$ cat src/rtl/mac_pipe_acc_if.sv
// Operand/result bundle for mac_pipe_acc: master drives operands and
// control, slave (the MAC) returns the accumulator and frame status.
interface mac_pipe_acc_if #(
    parameter int DATA_W = 8,
    parameter int ACC_W  = 20,
    parameter int CNT_W  = 8
);
    logic              in_valid;
    logic [DATA_W-1:0] a;
    logic [DATA_W-1:0] b;
    logic              in_last;
    logic              clr;
    logic [ACC_W-1:0]  acc;
    logic              out_valid;
    logic [CNT_W-1:0]  cnt;
    logic              ovf;

    modport master (
        output in_valid, a, b, in_last, clr,
        input  acc, out_valid, cnt, ovf
    );

    modport slave (
        input  in_valid, a, b, in_last, clr,
        output acc, out_valid, cnt, ovf
    );
endinterface

$ cat src/rtl/mac_pipe_acc.sv
// Two-stage pipelined multiply-accumulate with framed dot products, term
// counter and sticky overflow. Define MAC_SAT_EN to saturate acc on overflow.
module mac_pipe_acc #(
    parameter int DATA_W = 8,
    parameter int ACC_W  = 20,
    parameter int CNT_W  = 8,
    parameter int SIGNED = 0
) (
    input  logic          clk,
    input  logic          rst,
    mac_pipe_acc_if.slave bus
);
    localparam int PW = 2 * DATA_W;

    logic [PW-1:0]    a_ext;
    logic [PW-1:0]    b_ext;
    logic [PW-1:0]    prod;
    logic [PW-1:0]    p;
    logic             v1;
    logic             last1;

    logic             first;
    logic [ACC_W-1:0] acc_q;
    logic [CNT_W-1:0] cnt_q;
    logic             ovf_q;
    logic             out_valid_q;

    logic [ACC_W-1:0] ext;
    logic [ACC_W-1:0] base;
    logic [ACC_W-1:0] sum_w;
    logic [ACC_W-1:0] sum_nxt;
    logic             carry;
    logic             ov;
    logic [CNT_W-1:0] cnt_nxt;

    // Operands are widened to the product width first, so the low PW bits
    // of an unsigned multiply give the correct signed product too.
    always_comb begin
        if (SIGNED != 0) begin
            a_ext = PW'($signed(bus.a));
            b_ext = PW'($signed(bus.b));
        end else begin
            a_ext = PW'(bus.a);
            b_ext = PW'(bus.b);
        end
        prod = a_ext * b_ext;
    end

    always_ff @(posedge clk or posedge rst) begin
        if (rst) begin
            v1    <= 1'b0;
            last1 <= 1'b0;
            p     <= '0;
        end else if (bus.clr) begin
            v1    <= 1'b0;
            last1 <= 1'b0;
        end else begin
            v1    <= bus.in_valid;
            last1 <= bus.in_valid & bus.in_last;
            if (bus.in_valid) begin
                p <= prod;
            end
        end
    end

    always_comb begin
        if (SIGNED != 0) begin
            ext = ACC_W'($signed(p));
        end else begin
            ext = ACC_W'(p);
        end
        base           = first ? '0 : acc_q;
        {carry, sum_w} = {1'b0, base} + {1'b0, ext};
        if (SIGNED != 0) begin
            ov = (base[ACC_W-1] == ext[ACC_W-1]) && (sum_w[ACC_W-1] != base[ACC_W-1]);
        end else begin
            ov = carry;
        end
        sum_nxt = sum_w;
`ifdef MAC_SAT_EN
        // Signed overflow direction follows the common operand sign.
        if (ov) begin
            if (SIGNED == 0) begin
                sum_nxt = '1;
            end else if (base[ACC_W-1]) begin
                sum_nxt = {1'b1, {(ACC_W-1){1'b0}}};
            end else begin
                sum_nxt = {1'b0, {(ACC_W-1){1'b1}}};
            end
        end
`endif
        if (first) begin
            cnt_nxt = CNT_W'(1);
        end else if (cnt_q == '1) begin
            cnt_nxt = cnt_q;
        end else begin
            cnt_nxt = cnt_q + 1'b1;
        end
    end

    always_ff @(posedge clk or posedge rst) begin
        if (rst) begin
            acc_q       <= '0;
            cnt_q       <= '0;
            ovf_q       <= 1'b0;
            out_valid_q <= 1'b0;
            first       <= 1'b1;
        end else if (bus.clr) begin
            acc_q       <= '0;
            cnt_q       <= '0;
            ovf_q       <= 1'b0;
            out_valid_q <= 1'b0;
            first       <= 1'b1;
        end else begin
            out_valid_q <= v1 & last1;
            if (v1) begin
                acc_q <= sum_nxt;
                cnt_q <= cnt_nxt;
                ovf_q <= first ? ov : (ovf_q | ov);
                first <= last1;
            end
        end
    end

    assign bus.acc       = acc_q;
    assign bus.cnt       = cnt_q;
    assign bus.ovf       = ovf_q;
    assign bus.out_valid = out_valid_q;
endmodule

$ cat src/flat_wrapper.sv
// flat-port wrapper written by rule: the top's interface ports become plain ports
module mac_pipe_acc_flat 
#(
    parameter int DATA_W = 8,
    parameter int ACC_W  = 20,
    parameter int CNT_W  = 8,
    parameter int SIGNED = 0
)
  (clk, rst, bus_in_valid, bus_a, bus_b, bus_in_last, bus_clr, bus_acc, bus_out_valid, bus_cnt, bus_ovf);
  mac_pipe_acc_if #(.DATA_W(DATA_W), .ACC_W(ACC_W), .CNT_W(CNT_W)) bus_i ();
  input  logic clk;
  input  logic rst;
  input wire logic [$bits(bus_i.in_valid)-1:0] bus_in_valid;
  input wire logic [$bits(bus_i.a)-1:0] bus_a;
  input wire logic [$bits(bus_i.b)-1:0] bus_b;
  input wire logic [$bits(bus_i.in_last)-1:0] bus_in_last;
  input wire logic [$bits(bus_i.clr)-1:0] bus_clr;
  output wire logic [$bits(bus_i.acc)-1:0] bus_acc;
  output wire logic [$bits(bus_i.out_valid)-1:0] bus_out_valid;
  output wire logic [$bits(bus_i.cnt)-1:0] bus_cnt;
  output wire logic [$bits(bus_i.ovf)-1:0] bus_ovf;
  assign bus_i.in_valid = bus_in_valid;
  assign bus_i.a = bus_a;
  assign bus_i.b = bus_b;
  assign bus_i.in_last = bus_in_last;
  assign bus_i.clr = bus_clr;
  assign bus_acc = bus_i.acc;
  assign bus_out_valid = bus_i.out_valid;
  assign bus_cnt = bus_i.cnt;
  assign bus_ovf = bus_i.ovf;
  mac_pipe_acc #(.DATA_W(DATA_W), .ACC_W(ACC_W), .CNT_W(CNT_W), .SIGNED(SIGNED)) u_core (.clk(clk), .rst(rst), .bus(bus_i));
endmodule
$ cat config.mk
export PLATFORM = sky130hd
export DESIGN_NAME = mac_pipe_acc_flat
export DESIGN_NICKNAME = d
export VERILOG_FILES = /design/src/rtl/mac_pipe_acc_if.sv /design/src/rtl/mac_pipe_acc.sv /design/src/flat_wrapper.sv
export SDC_FILE = /design/constraint.sdc
export NUM_CORES = 1
export LEC_CHECK = 0
export CORE_MARGIN = 1.5
export CORE_UTILIZATION = 63
export CTS_CLUSTER_SIZE = 25
export DETAILED_ROUTE_END_ITERATION = 6
export PLACE_DENSITY = 0.88
export SLEW_MARGIN = 15
export SYNTH_ARGS = -nofsm -noshare
export SYNTH_HDL_FRONTEND = slang
export SYNTH_SLANG_ARGS = --single-unit
$ cat constraint.sdc
create_clock -name clk -period 7.36 [get_ports clk]
set_input_delay 1.472 -clock clk [delete_from_list [all_inputs] [get_ports clk]]
set_output_delay 1.472 -clock clk [all_outputs]
set_load 0.005 [all_outputs]
==> implementation parameters <==
Parameter                              Value

CTS
  CTS tree    yes
  Sink count of the clock tree    between 40 and 50
  Number of hold buffers added after CTS    0
  CTS clock-pin slew for the worst setup and hold paths    ~0.08 ns
  Total CTS buffers    5
  Clock root buffer master    sky130_fd_sc_hd__clkbuf_8
  Clock Latency Late Sink    ~0.30 ns
  Setup fix buffers added after clock tree synthesis    0
  H-Tree Level Count    2
  Resized Gates After CTS    0
  Largest buffer count on any clock path    2

Final layout
  Layout-stage area growth over the synthesis result    13.3%
  Number of diodes    0
  Design Area, Final    between 0.005 and 0.006 mm2
  Most common library cell in the layout ignoring fill and taps    sky130_fd_sc_hd__inv_1
  Share of layout cells above drive strength 1    3.36%
  Highest-count cells in the layout ignoring fill and taps    58 x sky130_fd_sc_hd__inv_1, 54 x sky130_fd_sc_hd__nand2_1, 53 x sky130_fd_sc_hd__ha_1
  Final-stage net count    a little over 700
  Core Util, Final    ~73%

Placed design
  Number of buffers inserted by port buffering    50
  Instance area after placement    around 0.0055 mm2
  Routability congestion estimate    just under 0.9
  HPWL after detailed placement    ~8200 um

Yosys
  Post-synth top area share    between 20 and 25%
  Count of mapped cells out of synthesis    around 550
  Post-synthesis net count    roughly 660
  Number of distinct library cells after synthesis    54
  Library cell with the largest summed area after synthesis    sky130_fd_sc_hd__dfrtp_1
  Total of flip-flops plus latches after synthesis    slightly below 50
  Mean Syn Cell Area    ~9.0 um2
  Async SR Flop Fraction    100%
  Warnings, synthesis    0
  Top cells by area, synth    sky130_fd_sc_hd__dfrtp_1 24%, sky130_fd_sc_hd__fa_1 15%, sky130_fd_sc_hd__ha_1 13%
  Netlist Area Pre-Place    0.00497 mm2
  Sequential-to-total area share from yosys stat    roughly a quarter
  Count of flip-flops with a built-in enable after synthesis    0
  Main flop type after synthesis    sky130_fd_sc_hd__dfrtp_1

Timing
  Total of endpoints with negative setup slack in the final report    0
  Relative slew margins    about a third
  Final period utilization    roughly 83%
  Total negative setup slack    0 ns
  Final Hold Viols    0
  Smallest hold slack    0.484 ns
  Final worst path period need    about 6.1 ns
  Final worst clock skew    0.00694 ns
  Achievable clock frequency    164 MHz
  Final count of pins violating max slew    0
  Transition at the pin with the smallest max-transition slack    around 1.0 ns
  RSZ-0062 raised after global routing    no

Setup path
  Arrival time at the worst endpoint    6.23 ns
  Peak fanout along the critical path    8
  Worst path required time    between 7 and 8 ns
  Kind of start point of the critical path    primary input
  Element type at the critical path end    flop
  Startpoint-to-endpoint class of the critical path    primary input to flop

Detailed routing
  Antenna-violating nets left    0
  Number of DRC violations after detailed-routing iteration 0    ~140
  Remaining design rule violation count    0
  First drt pass iteration count    4
  DR vias/cell    5.65
  Total routed wirelength    a little over 10,000 um
  Vias post-DR    between 3,000 and 4,000
  Mean routed wirelength per cell    14.6 um

Global route
  GRT Overall Usage    about a quarter
  Wire length of the first global-routing pass    between 15,000 and 20,000 um
  Maximum number of pins on one net before global-route repair    50
  Remaining global-route overflow    0
  Number of global-route vias before repair    between 4,000 and 5,000
  Initial antenna violation count    0

Status
  Result of the run    finished, final reports clean

Run
  Number of max-cap violations    0

Floorplanning
  Placement row count    32
  Die Width    around 92 um
  Die height    between 90 and 100 um
  Core region area    0.00769 mm2
  Starting density of the core    64.7%
  # IOs    between 50 and 60
  Die Outline Area    between 0.008 and 0.009 mm2

Power
  Total power consumption of the routed design    around 1.1 mW
  Power per unit of standard cell area    197 mW/mm2
  Worst supply voltage drop on vdd    between 0.09 and 0.1 mV
  Pleak    about 2.7 nW

Min path
  Hold Crit Class    flop to flop
Yosys cell counts (all sizes together), types with 3 or more instances:
master,number
nor3b,3
nand4,5
a21o,13
or2,4
dfrtp,48
and2,49
o21ai,22
or3,4
a21oi,17
nand2b,5
nor2,32
nor2b,21
and3,4
a211oi,10
o21a,6
ha,53
xor2,10
xnor2,12
nor3,10
inv,59
nand3,8
a31o,3
o211ai,4
nand3b,3
mux2i,12
a31oi,5
nand2,54
buf,4
a211o,3
clkbuf,10
fa,37
cell type report:
type / instances / area (um2)
Tap cell: 102 / 128
Timing Repair Buffer: 52 / 515
Clock buffer: 7 / 86.3
Inverter: 60 / 225
Multi-Input combinational cell: 428 / 3450
Fill cell: 605 / 2050
Sequential cell: 49 / 1230
cells by family (layout without fill, tap and decap cells):
logic type / after synthesis / after routing / synth area share (%)
AOI/OAI and AO/OA: 101 / 101 / 14.0
xor gates and xnor gates: 22 / 22 / 3.87
adders and majority gates: 90 / 90 / 28.2
buffers and inverters: 74 / 119 / 5.91
DFF: 49 / 49 / 24.7
muxes: 12 / 12 / 2.41
and+or+nand+nor: 203 / 203 / 20.9
through the flow:
step / instances / worst slack, ns
finish: 698 / 1.27
global route: 698 / 1.07
CTS: 698 / 1.31
detailed placement: 691 / 0.982
global placement: 691 / 1.22
floorplan: 551 / 1.90
critical path, cell delays in order:
cell                              delay [ns]
sky130_fd_sc_hd__clkdlybuf4s50_1        0.53
sky130_fd_sc_hd__and2_1                 0.22
sky130_fd_sc_hd__fa_1                   0.51
sky130_fd_sc_hd__fa_1                   0.52
sky130_fd_sc_hd__fa_1                   0.54
sky130_fd_sc_hd__inv_1                  0.05
sky130_fd_sc_hd__fa_1                   0.52
sky130_fd_sc_hd__inv_1                  0.04
sky130_fd_sc_hd__ha_1                   0.33
sky130_fd_sc_hd__or2_2                  0.32
sky130_fd_sc_hd__a21oi_1                0.17
sky130_fd_sc_hd__a21oi_1                0.08
sky130_fd_sc_hd__a22o_1                 0.26
sky130_fd_sc_hd__o41ai_1                0.36
sky130_fd_sc_hd__xnor2_1                0.19
sky130_fd_sc_hd__o21ai_0                0.10
flip-flops by register name (all words and copies together) (netlist names):
| name | cells |
|---|---|
| u_core.bus.acc | 20 |
| u_core.bus.cnt | 8 |
| u_core.bus.out_valid | 1 |
| u_core.first | 1 |
| u_core.bus.ovf | 1 |
| u_core.p | 16 |
| u_core.last1 | 1 |
| u_core.v1 | 1 |
path summary, 6_finish.rpt:
path,slack (ns),depth (start not counted),endpoint,from
max reg2reg,3.70,10,u_core.bus.acc[18],u_core.first
min,0.48,1,u_core.bus.out_valid,u_core.last1
max in group asynchronous,5.01,2,u_core.p[8],rst
min reg2reg,0.48,1,u_core.bus.out_valid,u_core.last1
min in group asynchronous,1.70,2,u_core.bus.cnt[5],rst
max,1.27,16,u_core.p[15],bus_a[1]
per-layer routing:
metal / track usage (%) / wire, um / share of wire [%] / vias to the layer above
li1: - / - / - / 1947
met1: 31.5 / 4430 / 43 / 1905
met2: 47.5 / 5390 / 53 / 78
met3: 2.90 / 267 / 2.6 / 11
met4: 7.31 / 135 / 1.3 / 0
met5: 0 / 0 / 0 / -
power by group:
part           switching (mW)  total (mW)  internal, mW
clock                  0.0828       0.157        0.0746
combinational           0.329       0.609         0.280
sequential             0.0333       0.346         0.313
total                   0.445        1.11         0.668
(Power assumes the default switching activity.)
==> edit 1 (same flow settings) <==
`DATA_W` is set to 8 in 3 places; all go to 7.
--- a/src/rtl/mac_pipe_acc_if.sv
+++ b/src/rtl/mac_pipe_acc_if.sv
@@ -1,7 +1,7 @@
 // Operand/result bundle for mac_pipe_acc: master drives operands and
 // control, slave (the MAC) returns the accumulator and frame status.
 interface mac_pipe_acc_if #(
-    parameter int DATA_W = 8,
+    parameter int DATA_W = 7,
     parameter int ACC_W  = 20,
     parameter int CNT_W  = 8
 );
--- a/src/rtl/mac_pipe_acc.sv
+++ b/src/rtl/mac_pipe_acc.sv
@@ -1,7 +1,7 @@
 // Two-stage pipelined multiply-accumulate with framed dot products, term
 // counter and sticky overflow. Define MAC_SAT_EN to saturate acc on overflow.
 module mac_pipe_acc #(
-    parameter int DATA_W = 8,
+    parameter int DATA_W = 7,
     parameter int ACC_W  = 20,
     parameter int CNT_W  = 8,
     parameter int SIGNED = 0
--- a/src/flat_wrapper.sv
+++ b/src/flat_wrapper.sv
@@ -1,7 +1,7 @@
 // flat-port wrapper written by rule: the top's interface ports become plain ports
 module mac_pipe_acc_flat 
 #(
-    parameter int DATA_W = 8,
+    parameter int DATA_W = 7,
     parameter int ACC_W  = 20,
     parameter int CNT_W  = 8,
     parameter int SIGNED = 0
Ports: changed (resized bus_a and bus_b); port bits go from 51 to 49. The function was not compared with the original's and may differ.
==> edit 1 against the unedited design <==
Global-route usage is 2.4 points higher; sequential power is 5% lower; cell count is 6.6% lower; synthesized area is 9.0% lower; sequential share of layout area is 1.0 points higher; routed wire length is 2.1% higher; sequential cell count is 2 lower; combinational power is 23% lower; clock skew is 0.0024 ns higher; final area is 8.3% lower; power is 11% lower; worst setup slack better by 0.44 ns; critical path type unchanged; critical endpoint is now u_core.p[13]; highest routed layer unchanged.
==> edit 1: results (changes against the unedited design) <==
status: "completed"
synth.area.top_cells: "dfrtp_1 (25%), ha_1 (13%), fa_1 (11%)"
fillers: 511  # -16%
post-place-ws_ns: 1.44  # +0.463 ns
synthAdderAreaFrac_pct: 24.0  # -4.2 points
synth.distinct_cells: 60  # +11%
yosys-top-cells-count: "nand2_1 (67), ha_1 (47), dfrtp_1 (46)"
synth-xor-area-share_pct: 2.52  # -1.4 points
ff2ff_setup_slack_ns: 4.31  # +0.61 ns
holdPathStages: 2  # +1
power_leakage_nw: 2.31  # -16%
worst_clock_skew_ns: 0.00935  # +0.00242 ns
grt_usage_pct: 28.2  # +2.4 points
slowest_stage: "clkdlybuf4s50_1"
synth-compound-area-share_pct: 18.0  # +4.0 points
cpPeakStageDelay_ns: 0.60  # +0.06 ns
grt_pass1_wl_um: 17300  # -2.9%
drtPass1Iterations: 5  # +1
whs_ns: 0.521  # +0.0378 ns
syn_area_per_cell_sq_um: 8.77  # -2.8%
synth-seq-area-share_pct: 26.0  # +1.3 points
min_from: "u_core.bus.acc[9]"
cp_max_fo: 7  # -1
min_to: "u_core.bus.acc[9]"
num_vias: 4044  # +2.6%
drtIter0Drc: 231  # +70%
nNetsFinal: 647  # -8.5%
io_buffers: 48  # -4.0%
stdcell_count: 652  # -6.6%
grt_pass1_vias: 3703  # -8.6%
routabilityCongestion: 0.925  # +5.7%
## edit 1: cell count changes in the layout (fill, tap and decap cells not counted), moves of 7 or more
| cell | before | now |
|---|---|---|
| nor2_1 | 32 | 20 |
| o211ai_1 | 4 | 15 |
| nand2_1 | 54 | 67 |
| inv_1 | 58 | 34 |
| xor2_1 | 10 | 3 |
| o21ai_0 | 21 | 28 |
| a21oi_1 | 17 | 25 |
| and2_1 | 48 | 35 |
| fa_1 | 37 | 25 |
| nand3_1 | 8 | 20 |
## edit 1: stage by stage
step           utilization, %  power, mW
6_report                 75.2      0.987
5_1_grt                  75.2       1.06
4_1_cts                  75.2      0.980
3_5_place_dp             73.8      0.792
3_3_place_gp             73.8      0.769
2_1_floorplan               -      0.675
## edit 1: area by class of cell
| cell class | count | area, sq um | share of cell area (%) |
|---|---|---|---|
| timing repair buffer | 49 | 488 | 9.44 |
| sequential | 47 | 1180 | 22.8 |
| clock inverter | 1 | 30.0 | 0.581 |
| tap | 96 | 120 | 2.32 |
| inverter | 35 | 131 | 2.54 |
| clock buffer | 6 | 72.6 | 1.40 |
| multi-input combinational | 418 | 3150 | 60.9 |
## edit 1: cell families after synthesis
kind of cell    after synthesis
fa+ha+maj                    72
mux                           7
xor+xnor                     13
flops                        47
buf+inv                      51
compound gates              123
simple gates                203
## edit 1: power by group through the flow
stage                     logic, mW  registers, mW  clock network, mW
after CTS                     0.467          0.326              0.187
final                         0.471          0.327              0.188
after detailed placement      0.460          0.331                  0
after floorplan               0.356          0.319                  0
after global placement        0.440          0.329                  0
after global routing          0.532          0.331              0.196
## edit 1: worst max path at each step
stage	startpoint	endpoint	slack, ns	cells after the start
global route	bus_b[6]	u_core.p[13]	1.46	15
detailed placement	bus_b[6]	u_core.p[13]	1.44	15
floorplan	bus_b[6]	u_core.p[13]	2.31	14
finish	bus_a[1]	u_core.p[13]	1.72	15
CTS	bus_b[6]	u_core.p[13]	1.76	15
global placement	bus_a[0]	u_core.p[13]	1.57	15
## edit 1: critical path, delay by kind of cell
kind            cells  cell delay, ns
fa+ha+maj           5            2.43
compound gates      4            0.97
buf+inv             4            0.76
simple gates        2            0.18
## edit 1: layer usage
layer	wire length [um]	vias to the layer above	GRT usage [%]
li1	-	1913	-
met1	4620	1963	38.1
met2	5130	148	48.2
met3	467	20	2.07
met4	218	0	9.24
met5	0	-	0
==> edit 2 (config.mk and constraints unchanged) <==
Made on the original files. Make the reset (`rst`) synchronous in 2 clocked blocks.
--- a/src/rtl/mac_pipe_acc.sv
+++ b/src/rtl/mac_pipe_acc.sv
@@ -46,7 +46,7 @@
         prod = a_ext * b_ext;
     end
 
-    always_ff @(posedge clk or posedge rst) begin
+    always_ff @(posedge clk) begin
         if (rst) begin
             v1    <= 1'b0;
             last1 <= 1'b0;
@@ -98,7 +98,7 @@
         end
     end
 
-    always_ff @(posedge clk or posedge rst) begin
+    always_ff @(posedge clk) begin
         if (rst) begin
             acc_q       <= '0;
             cnt_q       <= '0;
Formal check against the unedited RTL: differs if rst is asserted again (counterexample within 4 cycles, from zero or initial values and one cycle with rst high); with rst held inactive, the same outputs for 10 cycles.
==> edit 2 against the unedited design <==
Worst hold slack got worse by 0.027 ns; register-to-register slack gained 0.60 ns; power fell by 12%; critical path depth is 1 higher; routed wire length grew 6.3%; final area down 1.9%; worst setup slack gained 0.19 ns; core utilization is 1.7 points higher; sequential cell count is the same; largest power group unchanged; critical endpoint is now u_core.p[15]; synthesized area is 2.5% lower.
==> edit 2: results (changes against the unedited design) <==
holdPathStages: 2  # +1
drtIter0Drc: 217  # +60%
irDropWorstVdd_v: 0.000178  # +87%
yosys-top-cells-count: "nand2_1 (69), inv_1 (63), ha_1 (53)"
use_met1_pct: 37.5  # +5.9 points
cts_setup_buffers: 0  # unchanged
status: "completed"
cts.clk_slew.worst_paths_ns: 0.11  # +0.03 ns
grt.met2_usage_pct: 49.1  # +1.5 points
nNetsFinal: 743  # +5.1%
rr_worst_depth: 10  # unchanged
synth.distinct_cells: 56  # +3.7%
drive_gt1_share_pct: 3.32  # -0.038 points
grt_usage_pct: 28.6  # +2.8 points
post_drt_via_cell_ratio: 5.93  # +5.0%
busiest_layer: "met2"
cts_buffers: 5  # unchanged
cp_max_fo: 8  # unchanged
reg2reg_from: "u_core.first"
yosysWarnings: 0  # unchanged
min_period_ns: 5.90  # -0.187 ns
synth-seq-area-share_pct: 20.2  # -4.5 points
htreeDepth: 2  # unchanged
grtUsageMet3_pct: 4.38  # +1.5 points
wl_per_cell_um: 14.8  # +1.4%
ff2ff_setup_slack_ns: 4.30  # +0.60 ns
grt_start_max_net_pins: 24  # -52%
io_buffers: 50  # unchanged
post-place-ws_ns: 1.19  # +0.212 ns
routabilityCongestion: 0.902  # +3.0%
diodes: 0  # unchanged
placed_cell_area_sq_um: 5430  # -2.1%
synthArstFlopShare_pct: 0  # -100 points
synth_nets: 700  # +5.7%
synth.area.top_cells: "dfxtp_1 (20%), fa_1 (15%), ha_1 (14%)"
drtPass1Iterations: 5  # +1
startpoint: "bus_b[4]"
antenna_found_initial: 0  # unchanged
largest_register_ffs: 20  # unchanged
worst_clock_skew_ns: 0.0137  # +0.00673 ns
hp-class: "reg -> reg"
timing.rr.end: "u_core.bus.acc[14]"
power_leakage_nw: 2.44  # -11%
endpoint: "u_core.p[15]"
clk_path_buf_depth: 2  # unchanged
cts-resized-gates: 0  # unchanged
clk_latency_ns: 0.33  # +0.03 ns
cts-root-buf: "clkbuf_8"
dpl.hpwl_um: 8600  # +4.9%
slew_headroom_pct: 45.0  # +12 points
grt_pass1_wl_um: 19300  # +8.6%
synthFlopType: "dfxtp_1"
==> edit 2: cell count changes in the layout (fill, tap and decap cells not counted), sizes merged, moves of 3 or more <==
cell   delta
a21oi    +20
nand2    +15
nor2      +8
xnor2     -3
dfrtp    -48
mux2i     -3
nand3     +8
dfxtp    +49
or2       -3
and2     -10
a31o      -3
inv       +7
==> edit 2: routing by layer <==
| layer | share of wire, % | up-vias |
|---|---|---|
| met4 | 1.4 | 0 |
| met5 | 0 | - |
| li1 | - | 2076 |
| met1 | 45 | 2117 |
| met3 | 4.8 | 16 |
| met2 | 49 | 131 |
==> edit 2: worst min path at each step <==
stage               slack (ns)                    to            from
floorplan                 0.42  u_core.bus.out_valid    u_core.last1
global placement          0.43  u_core.bus.out_valid    u_core.last1
detailed placement        0.44  u_core.bus.out_valid    u_core.last1
CTS                       0.45  u_core.bus.out_valid    u_core.last1
global route              0.48        u_core.bus.ovf  u_core.bus.ovf
finish                    0.46  u_core.bus.out_valid    u_core.last1
==> edit 2: power by group <==
part / switching (mW) / internal [mW]
clock: 0.106 / 0.0695
sequential: 0.0124 / 0.283
combinational: 0.291 / 0.221
total: 0.410 / 0.574
==> edit 2: layout make-up <==
| class | count | area [sq um] |
|---|---|---|
| clock inverter | 3 | 25.0 |
| inverter | 64 | 240 |
| timing repair buffer | 53 | 523 |
| multi-input combinational | 459 | 3560 |
| tap | 99 | 124 |
| sequential | 49 | 981 |
| clock buffer | 5 | 68.8 |
| fill | 556 | 1840 |
==> edit 2: cell families (layout without fill, tap and decap cells) <==
kind of cell             after synthesis  after routing  share of synthesized area (%)
multiplexers                          10             10                           2.09
buffers and inverters                 81            125                           6.29
adder cells (fa/ha/maj)               90             90                           28.9
AND/OR/NAND/NOR                      228            228                           23.5
flip-flops                            49             49                           20.2
AO/OA/AOI/OAI                        114            114                           15.9
XOR/XNOR                              17             17                           3.07
==> edit 2: critical path, cell delays in order <==
cell,delay (ns)
clkdlybuf4s50_1,0.53
and2_1,0.24
fa_1,0.53
inv_1,0.05
fa_1,0.47
inv_1,0.06
fa_1,0.55
inv_1,0.07
fa_1,0.53
inv_1,0.04
ha_1,0.32
o21ai_0,0.10
a21oi_1,0.10
o21ai_0,0.42
o21ai_0,0.23
xnor2_1,0.18
a211oi_1,0.23
==> edit 2: through the flow <==
step           cells  hold slack [ns]  total power, mW
2_1_floorplan    589            0.418            0.693
3_3_place_gp     724            0.431            0.783
3_5_place_dp     724            0.436            0.810
4_1_cts          732            0.452            0.985
5_1_grt          732            0.484             1.08
6_report         732            0.457            0.984
